==> config.mk <==
export PLATFORM = sky130hd
export DESIGN_NAME = note_sequencer_flat
export DESIGN_NICKNAME = d
export VERILOG_FILES = /design/src/rtl/note_sequencer_if.sv /design/src/rtl/note_sequencer.sv /design/src/flat_wrapper.sv
export SDC_FILE = /design/constraint.sdc
export NUM_CORES = 1
export LEC_CHECK = 0
export CAP_MARGIN = 10
export CORE_AREA = 3 3 97 99
export CTS_CLUSTER_DIAMETER = 60
export DETAILED_ROUTE_END_ITERATION = 12
export DIE_AREA = 0 0 100 102
export PLACE_DENSITY = 0.71
export SLEW_MARGIN = 20
export SYNTH_ARGS = -nofsm -noshare
export SYNTH_HDL_FRONTEND = slang
export SYNTH_SLANG_ARGS = --single-unit
==> constraint.sdc <==
create_clock -name clk -period 2.1 [get_ports clk]
set_input_delay 0.21 -clock clk [delete_from_list [all_inputs] [get_ports clk]]
set_output_delay 0.21 -clock clk [all_outputs]
set_load 0.01 [all_outputs]
==> src/rtl/note_sequencer_if.sv <==
// Control/data bundle between the front end, the note generator and the sequencer.
// The sequencer is the slave; the front end / generator side is the master.
interface note_sequencer_if #(
    parameter int TEMPO_W = 16,
    parameter int DEPTH   = 8,
    parameter int NOTE_W  = 6
);
    localparam int STEP_W = $clog2(DEPTH);

    logic               start;
    logic               stop;
    logic               mode;
    logic [TEMPO_W-1:0] tempo;
    logic [NOTE_W-1:0]  rng_note;
    logic               rng_pulse;
    logic               rng_en;
    logic [NOTE_W-1:0]  note_out;
    logic               note_valid;
    logic [STEP_W-1:0]  step;
    logic               busy;

    modport master (
        output start, stop, mode, tempo, rng_note,
        input  rng_pulse, rng_en, note_out, note_valid, step, busy
    );

    modport slave (
        input  start, stop, mode, tempo, rng_note,
        output rng_pulse, rng_en, note_out, note_valid, step, busy
    );
endinterface

==> src/rtl/note_sequencer.sv <==
// Tempo-driven step sequencer: pulses the note generator, captures notes into a
// pattern buffer, and either keeps drawing (live) or replays the buffer (loop).
module note_sequencer #(
    parameter int TEMPO_W = 16,
    parameter int DEPTH   = 8,
    parameter int NOTE_W  = 6
) (
    input logic             clk,
    input logic             nrst,
    note_sequencer_if.slave bus
);
    localparam int STEP_W = $clog2(DEPTH);

    typedef enum logic [1:0] {IDLE, FILL, PLAY} state_t;

    state_t             state_q, state_d;
    logic [TEMPO_W-1:0] cnt_q, cnt_d;
    logic [TEMPO_W-1:0] tempo_q, tempo_d;
    logic               mode_q, mode_d;
    logic [STEP_W-1:0]  step_q, step_d;
    logic [NOTE_W-1:0]  note_q, note_d;
    logic               valid_q, valid_d;
    logic               pulse_q, pulse_d;
    logic               cap_q, cap_d;
    logic               pat_we;
    logic               tick;
    logic [NOTE_W-1:0]  pat_q [DEPTH];

    assign tick = (cnt_q == tempo_q);

    always_comb begin
        state_d = state_q;
        cnt_d   = cnt_q;
        tempo_d = tempo_q;
        mode_d  = mode_q;
        step_d  = step_q;
        note_d  = note_q;
        valid_d = 1'b0;
        pulse_d = 1'b0;
        cap_d   = 1'b0;
        pat_we  = 1'b0;
        case (state_q)
            IDLE: begin
                if (bus.start) begin
                    state_d = FILL;
                    mode_d  = bus.mode;
                    tempo_d = (bus.tempo == '0) ? TEMPO_W'(1) : bus.tempo;
                    cnt_d   = '0;
                    step_d  = '0;
                end
            end
            FILL: begin
                cnt_d = tick ? '0 : cnt_q + TEMPO_W'(1);
                // Capture two cycles after the pulse, once the generator has settled.
                if (cap_q) begin
                    pat_we  = 1'b1;
                    note_d  = bus.rng_note;
                    valid_d = 1'b1;
                    step_d  = step_q + STEP_W'(1);
                    if (mode_q && step_q == STEP_W'(DEPTH - 1)) begin
                        state_d = PLAY;
                        cnt_d   = '0;
                    end
                end
                pulse_d = tick && (state_d == FILL);
                cap_d   = pulse_q;
            end
            PLAY: begin
                cnt_d = tick ? '0 : cnt_q + TEMPO_W'(1);
                if (tick) begin
                    note_d  = pat_q[step_q];
                    valid_d = 1'b1;
                    step_d  = step_q + STEP_W'(1);
                end
            end
            default: state_d = IDLE;
        endcase
        // Stop drops everything in flight but keeps the last audible note.
        if (bus.stop) begin
            state_d = IDLE;
            cnt_d   = '0;
            step_d  = '0;
            note_d  = note_q;
            valid_d = 1'b0;
            pulse_d = 1'b0;
            cap_d   = 1'b0;
            pat_we  = 1'b0;
        end
    end

    always_ff @(posedge clk) begin
        if (!nrst) begin
            state_q <= IDLE;
            cnt_q   <= '0;
            tempo_q <= TEMPO_W'(1);
            mode_q  <= 1'b0;
            step_q  <= '0;
            note_q  <= '0;
            valid_q <= 1'b0;
            pulse_q <= 1'b0;
            cap_q   <= 1'b0;
        end else begin
            state_q <= state_d;
            cnt_q   <= cnt_d;
            tempo_q <= tempo_d;
            mode_q  <= mode_d;
            step_q  <= step_d;
            note_q  <= note_d;
            valid_q <= valid_d;
            pulse_q <= pulse_d;
            cap_q   <= cap_d;
        end
    end

    always_ff @(posedge clk) begin
        if (pat_we) pat_q[step_q] <= bus.rng_note;
    end

    assign bus.rng_pulse  = pulse_q;
    assign bus.rng_en     = (state_q == FILL);
    assign bus.note_out   = note_q;
    assign bus.note_valid = valid_q;
    assign bus.step       = step_q;
    assign bus.busy       = (state_q != IDLE);
endmodule

==> src/flat_wrapper.sv <==
// flat-port wrapper written by rule: the top's interface ports become plain ports
module note_sequencer_flat 
#(
    parameter int TEMPO_W = 16,
    parameter int DEPTH   = 8,
    parameter int NOTE_W  = 6
)
  (clk, nrst, bus_start, bus_stop, bus_mode, bus_tempo, bus_rng_note, bus_rng_pulse, bus_rng_en, bus_note_out, bus_note_valid, bus_step, bus_busy);
  note_sequencer_if #(.TEMPO_W(TEMPO_W), .DEPTH(DEPTH), .NOTE_W(NOTE_W)) bus_i ();
  input logic clk;
  input logic nrst;
  input wire logic [$bits(bus_i.start)-1:0] bus_start;
  input wire logic [$bits(bus_i.stop)-1:0] bus_stop;
  input wire logic [$bits(bus_i.mode)-1:0] bus_mode;
  input wire logic [$bits(bus_i.tempo)-1:0] bus_tempo;
  input wire logic [$bits(bus_i.rng_note)-1:0] bus_rng_note;
  output wire logic [$bits(bus_i.rng_pulse)-1:0] bus_rng_pulse;
  output wire logic [$bits(bus_i.rng_en)-1:0] bus_rng_en;
  output wire logic [$bits(bus_i.note_out)-1:0] bus_note_out;
  output wire logic [$bits(bus_i.note_valid)-1:0] bus_note_valid;
  output wire logic [$bits(bus_i.step)-1:0] bus_step;
  output wire logic [$bits(bus_i.busy)-1:0] bus_busy;
  assign bus_i.start = bus_start;
  assign bus_i.stop = bus_stop;
  assign bus_i.mode = bus_mode;
  assign bus_i.tempo = bus_tempo;
  assign bus_i.rng_note = bus_rng_note;
  assign bus_rng_pulse = bus_i.rng_pulse;
  assign bus_rng_en = bus_i.rng_en;
  assign bus_note_out = bus_i.note_out;
  assign bus_note_valid = bus_i.note_valid;
  assign bus_step = bus_i.step;
  assign bus_busy = bus_i.busy;
  note_sequencer #(.TEMPO_W(TEMPO_W), .DEPTH(DEPTH), .NOTE_W(NOTE_W)) u_core (.clk(clk), .nrst(nrst), .bus(bus_i));
endmodule
### Word level (Yosys, flattened, before mapping)

Memories as Yosys holds them, arrays and structs flattened. A register that Yosys moved wholly into a read port is not among the register bits.
Index checks and enable logic that the tools add are counted.

| operators by class | value |
|---|---|
| add/sub/neg operators | 2 |
| eq/ne operators | 8 |
| mux-type cells | 27 |
| bitwise gates (word level) | 4 |
| reduce and logical (&&, ||, !) cells | 14 |

Operator list:

| operator | count |
|---|---|
| two-way mux 16 bit | 5 |
| one-hot mux 16 bit (3 select lines) | 1 |
| adder 16 x 1 -> 16 bit (second input constant) | 1 |
| == test 16 bit | 1 |
| zero test 16 bit | 1 |
| two-way mux 3 bit | 5 |
| two-way mux 6 bit | 2 |
| one-hot mux 6 bit (2 select lines) | 1 |
| one-hot mux 3 bit (3 select lines) | 1 |
| two-way mux 2 bit | 4 |
| AND reduction 4 bit | 2 |
| two-way mux 1 bit | 6 |
| one-hot mux 2 bit (3 select lines) | 1 |
| AND reduction 2 bit | 3 |
| == test 2 x 1 -> 1 bit (second input constant) | 2 |
| != test 2 x 1 -> 1 bit (second input constant) | 2 |
| inverter 1 bit | 4 |
| nonzero test 2 bit | 2 |
| adder 3 x 1 -> 3 bit (second input constant) | 1 |
| == test 3 bit (second input constant) | 1 |
| nonzero test 3 bit | 1 |
| OR reduction 3 bit | 1 |
| == test 2 bit (second input constant) | 1 |
| logical AND 1 bit | 2 |
| other kinds (4) | 4 |

| storage, ports and cells | value |
|---|---|
| bits in registers | 47 |
| RAM bits | 48 |
| bits of input ports | 27 |
| output and inout port bits | 13 |
| word-level logic and storage cells | 65 |
| memories kept | 1 |

Memory list:

| name | depth | bits a word | read ports | clocked after memory_dff | write ports | RTL line | RTL |
|---|---|---|---|---|---|---|---|
| u_core.pat_q | 8 | 6 | 1 | 1 | 1 | note_sequencer.sv:27 | `logic [NOTE_W-1:0] pat_q [DEPTH];` |

### Longest topological paths before layout

| depth | value |
|---|---|
| depth in word-level cells | 7 |
| depth in mapped cells | 9 |
| depth with buffers taken out | 7 |

### Worst setup path before layout

Ideal clock, no wire load.

| timing path | value |
|---|---|
| path type | register to register |
| start point | register u_core.state_q[0] |
| end point | register u_core.cnt_q[14] |
| library setup time | 132 ps |
| arrival time | 2007 ps |
| required time | 1968 ps |
| setup slack | -39 ps |
| stages on the path, launching flop included | 9 |
| path buffers | 1 |
| clock period less this slack | 2139 ps |
| cells stage by stage | dfxtp_1 inv_1 ha_1 nor2b_1 buf_2 or4b_2 nor3_1 xnor2_1 nor3_1 |

| between the ends | value |
|---|---|
| longest elaborated chain between the ends | 3 |
| elaborated cells on any way between the ends | 7 |
| classes of those cells | 3 x eq/ne; 1 x mux; 3 x reduce/logical |

Ends and longest elaborated chain:

| element | RTL line | RTL |
|---|---|---|
| start: declaration | note_sequencer.sv:16 | `state_t state_q, state_d;` |
| start signal: assignment | note_sequencer.sv:103 | `state_q <= state_d;` |
| == test 2 x 1 -> 1 bit (tied with other cells) | note_sequencer.sv:42 | `case (state_q)` |
| nonzero test 3 bit (no source line) or != test 2 bit (tied branches) | -- |  |
| AND reduction 2 bit (no source line) | -- |  |
| end signal: assignment | note_sequencer.sv:104 | `cnt_q <= cnt_d;` |
| end: declaration | note_sequencer.sv:17 | `logic [TEMPO_W-1:0] cnt_q, cnt_d;` |

Several ways; a longest one is shown, not always the timed one.
A chain may end at the register's enable or synchronous reset.

### Worst setup path after layout

Same ends and word-level chain as after synthesis.

==> run summary <==
Relative slew slack - 0.575
CP max stage cell - or4b_4
Postcts setup bufs - 0
CP Capture Type - flip-flop
Die W - 100 µm
Starting density of the core - 0.491
Crit path cell chain - inv_1, ha_1, nor2b_1, or4b_4, nor3_2, xnor2_1, nor3_1
Compound-Gate Fraction of Synth Area - 0.0685
Fin nets - 458
Hold path endpoint - u_core.mode_q$_SDFFE_PN0P_
Total number of vias - 2908
CTS clk-pin slew, worst paths - 0.10 ns
Kind of critical path - reg2reg
Adder-Cell Fraction of Synth Area - 0.0207
Crit Reg-Reg Endpoint - u_core.cnt_q[14]$_SDFFE_PP0P_
Post-synthesis cell type with the largest combined area - edfxtp_1
Logic pwr share - 0.065
Wire per inst - 16.9 µm
Crit path DAT - 2.22 ns
Net Switching - 0.000837 W
Die Height - 102 µm
Internal - 0.00283 W
Largest net degree at the start of global routing - 19
Worst Reg-to-Reg Cells - 7
Sequential power share - 0.556
First-pass DRT Iterations - 4
Worst hold stages - 3
Core area - 8640 µm²
PortBufs - 39
M3 GR Usage - 0.0328
Max cap viols - 0
Largest family of logic cells by synthesized area - simple AND/OR/NAND/NOR gates
Final worst path period need - 1.98 ns
Hold Path Class - in2reg
Longest Clk Path Bufs - 2
Setup Skew - 0.0120 ns
Final setup vio count - 0
Max-slew violations - 0
RSZ-0062 raised after global routing - no
Mapped Cells - 355
Least-Margin Pin Slew - 0.636 ns
Tot GR Track Use - 0.186
Vias in the first global route - 2788
Mapped Nets - 389
Initial antenna violation count - 0
Pleak - 1.76 nW
Total Routed Length - 9.09 mm
Cts bufs inserted - 9
GP Congestion - 0.845
Switch share - 0.228
Setup WS post-layout - 0.120 ns
Pwr dens - 701 nW/µm²
Synth Area in Simple Gates - 0.150
Final Hold Vio Count - 0
Critical Path RT - 2.34 ns
Via density - 5.42
Post-DP HPWL - 6.41 mm
Buf+Inv Stages, Crit Path - 1
CTS H-tree lvls - 3
Reg2Reg Setup Slack - 0.12 ns
Crit path launch - u_core.state_q[0]$_SDFFE_PP0P_
Synth area leaders - edfxtp_1 34%, dfxtp_1 24%, mux4_2 6.4%
Warnings from Yosys - 0
CTS Hold Bufs - 0
Slowest stage delay, CP - 0.58 ns
Number of synthesized register bits - 98
HP Start - bus_mode
Row count - 34
Overflow after GRT - 0
I/O pin count - 40
Reg2reg start - u_core.state_q[0]$_SDFFE_PP0P_
Startpoint types - flip-flop
Synthesized cell area - 4240 µm²
Share of cells above drive strength 1 - 0.177
Post-route DRC - 0
Gr busiest metal - met2
CTS tree - yes
Clk_lat worst skew - 0.36 ns
Clock share of power - 0.378
Final Cycle Share - 0.943
Synth cell types - 39
CTS root buffer - clkbuf_8
Mux share of post-synthesis cell area - 0.0944
DIE AREA - 10200 µm²
M1 GR Usage - 0.276
Pre-CTS WS - 0.0284 ns
Fmax - 0.505 GHz
GR met2 Demand/Resource - 0.281
Register area share after synthesis - 0.576
DRT antenna net count - 0
Mean Syn Cell Area - 11.9 µm²
Initial DRC Count - 145
# diodes - 0
Clock Sinks - 98
Status - finished clean
XOR/XNOR Fraction of Synth Area - 0.0640
VDD IR max - 0.000432 V
First-pass GRT wire length - 14.6 mm
Delay-heaviest family, CP - simple AND/OR/NAND/NOR gates
Area delta synth->final - 23.5%
Setup TNS Final - 0 ns
Share of the synthesized area in the top cell type - 0.340
Max FO, Critical Path - 5
[flip-flops by register name, summed over array words and instances (netlist names), named ones only]
register               cells
u_core.bus.note_out        6
u_core.bus.note_valid      1
u_core.bus.rng_pulse       1
u_core.bus.step            3
u_core.cap_q               1
u_core.cnt_q              16
u_core.mode_q              1
u_core.pat_q              48
u_core.state_q             2
u_core.tempo_q            16
[worst reg2reg max path, stage by stage, from the launching register on]
cell and delay (ns):
dfxtp_1 0.36, inv_1 0.08, ha_1 0.21, nor2b_1 0.19, or4b_4 0.58, nor3_2 0.24
xnor2_1 0.14, nor3_1 0.06
[power by group through the flow]
stage | combinational (W) | clock [W] | sequential [W]
global placement | 0.000234 | 0 | 0.00209
floorplan | 0.000118 | 0 | 0.00208
finish | 0.000240 | 0.00139 | 0.00204
global route | 0.000264 | 0.00149 | 0.00205
detailed placement | 0.000239 | 0 | 0.00209
CTS | 0.000239 | 0.00142 | 0.00204
[per-layer routing]
metal	up-vias	wire, µm
met5	-	0
li1	1437	-
met2	63	4150
met3	7	458
met4	0	83
met1	1401	4400
[placed cells by master, fill, tap and decap left out, drive strengths merged, types with 2 or more instances in the layout]
cell type and count:
nand2 58, mux4 12, ha 7, and4 2, mux2i 13, nand2b 3
clkbuf 9, o21ai 5, a21oi 4, o211ai 7, or3 2, edfxtp 48
nor2b 3, nand4 9, nand3 5, a21boi 16, buf 37, nor3 25
nor2 11, bufinv 2, nor4 5, or4 3, and3 2, xor2 5
inv 10, xnor2 26, dfxtp 50, clkdlybuf4s50 39
[metrics by stage]
stage | cells | power [W] | util | hold slack (ns) | cell area [µm²]
6_report | 537 | 0.00367 | 0.606 | 0.404 | 5240
5_1_grt | 537 | 0.00380 | 0.606 | 0.420 | 5240
4_1_cts | 537 | 0.00370 | 0.605 | 0.385 | 5230
3_5_place_dp | 521 | 0.00233 | 0.579 | 0.467 | 5000
3_3_place_gp | 521 | 0.00232 | 0.579 | 0.452 | 5000
2_1_floorplan | 355 | 0.00220 | - | 0.309 | 4270
[cell usage after synthesis, drive strengths merged]
master,instances
or3,2
o41a,1
mux2i,13
a21oi,4
o41ai,1
or4,3
ha,7
a21boi,16
o211ai,7
a311oi,1
nor3,25
or4b,1
and2,1
edfxtp,48
dfxtp,50
and3,2
mux4,12
nand3,5
clkbuf,13
buf,5
nor2b,3
o311a,1
xnor2,26
and4,2
nand4b,1
nand2b,3
inv,6
nor2,11
o21ai,5
nor4b,1
a41oi,1
o31ai,1
nand4,9
nor4,5
nand2,58
xor2,5
[layout make-up]
cell class              instances  area, µm²
repair buffers                 76        681
well taps                     108        135
multi-input cells             233       1730
clock inverters                 7        105
inverters                       6       22.5
flip-flops and latches         98       2440
fillers                       695       3400
clock buffers                   9        124
[worst max-delay path by stage]
| stage | end | slack (ns) | depth (start not counted) |
|---|---|---|---|
| global placement | u_core.cnt_q[13]$_SDFFE_PP0P_ | 0.03 | 6 |
| floorplan | u_core.cnt_q[11]$_SDFFE_PP0P_ | 0.01 | 9 |
| global route | u_core.bus.note_out[2]$_SDFFE_PN0P_ | 0.02 | 5 |
| CTS | u_core.cnt_q[13]$_SDFFE_PP0P_ | 0.009 | 7 |
| detailed placement | u_core.cnt_q[13]$_SDFFE_PP0P_ | 0.03 | 6 |
| finish | u_core.cnt_q[14]$_SDFFE_PP0P_ | 0.12 | 7 |
[repair_timing]
item                       in CTS  in global routing
hold endpoints to repair        0                  0
setup endpoints to repair       0                 24
gates resized for setup         0                  3
[logic make-up after synthesis]
kind of cell,after synthesis
buf+inv,24
flops,98
mux,25
compound gates,38
simple gates,132
xor+xnor,31
fa+ha+maj,7
Power figures use the tool's default switching activity.
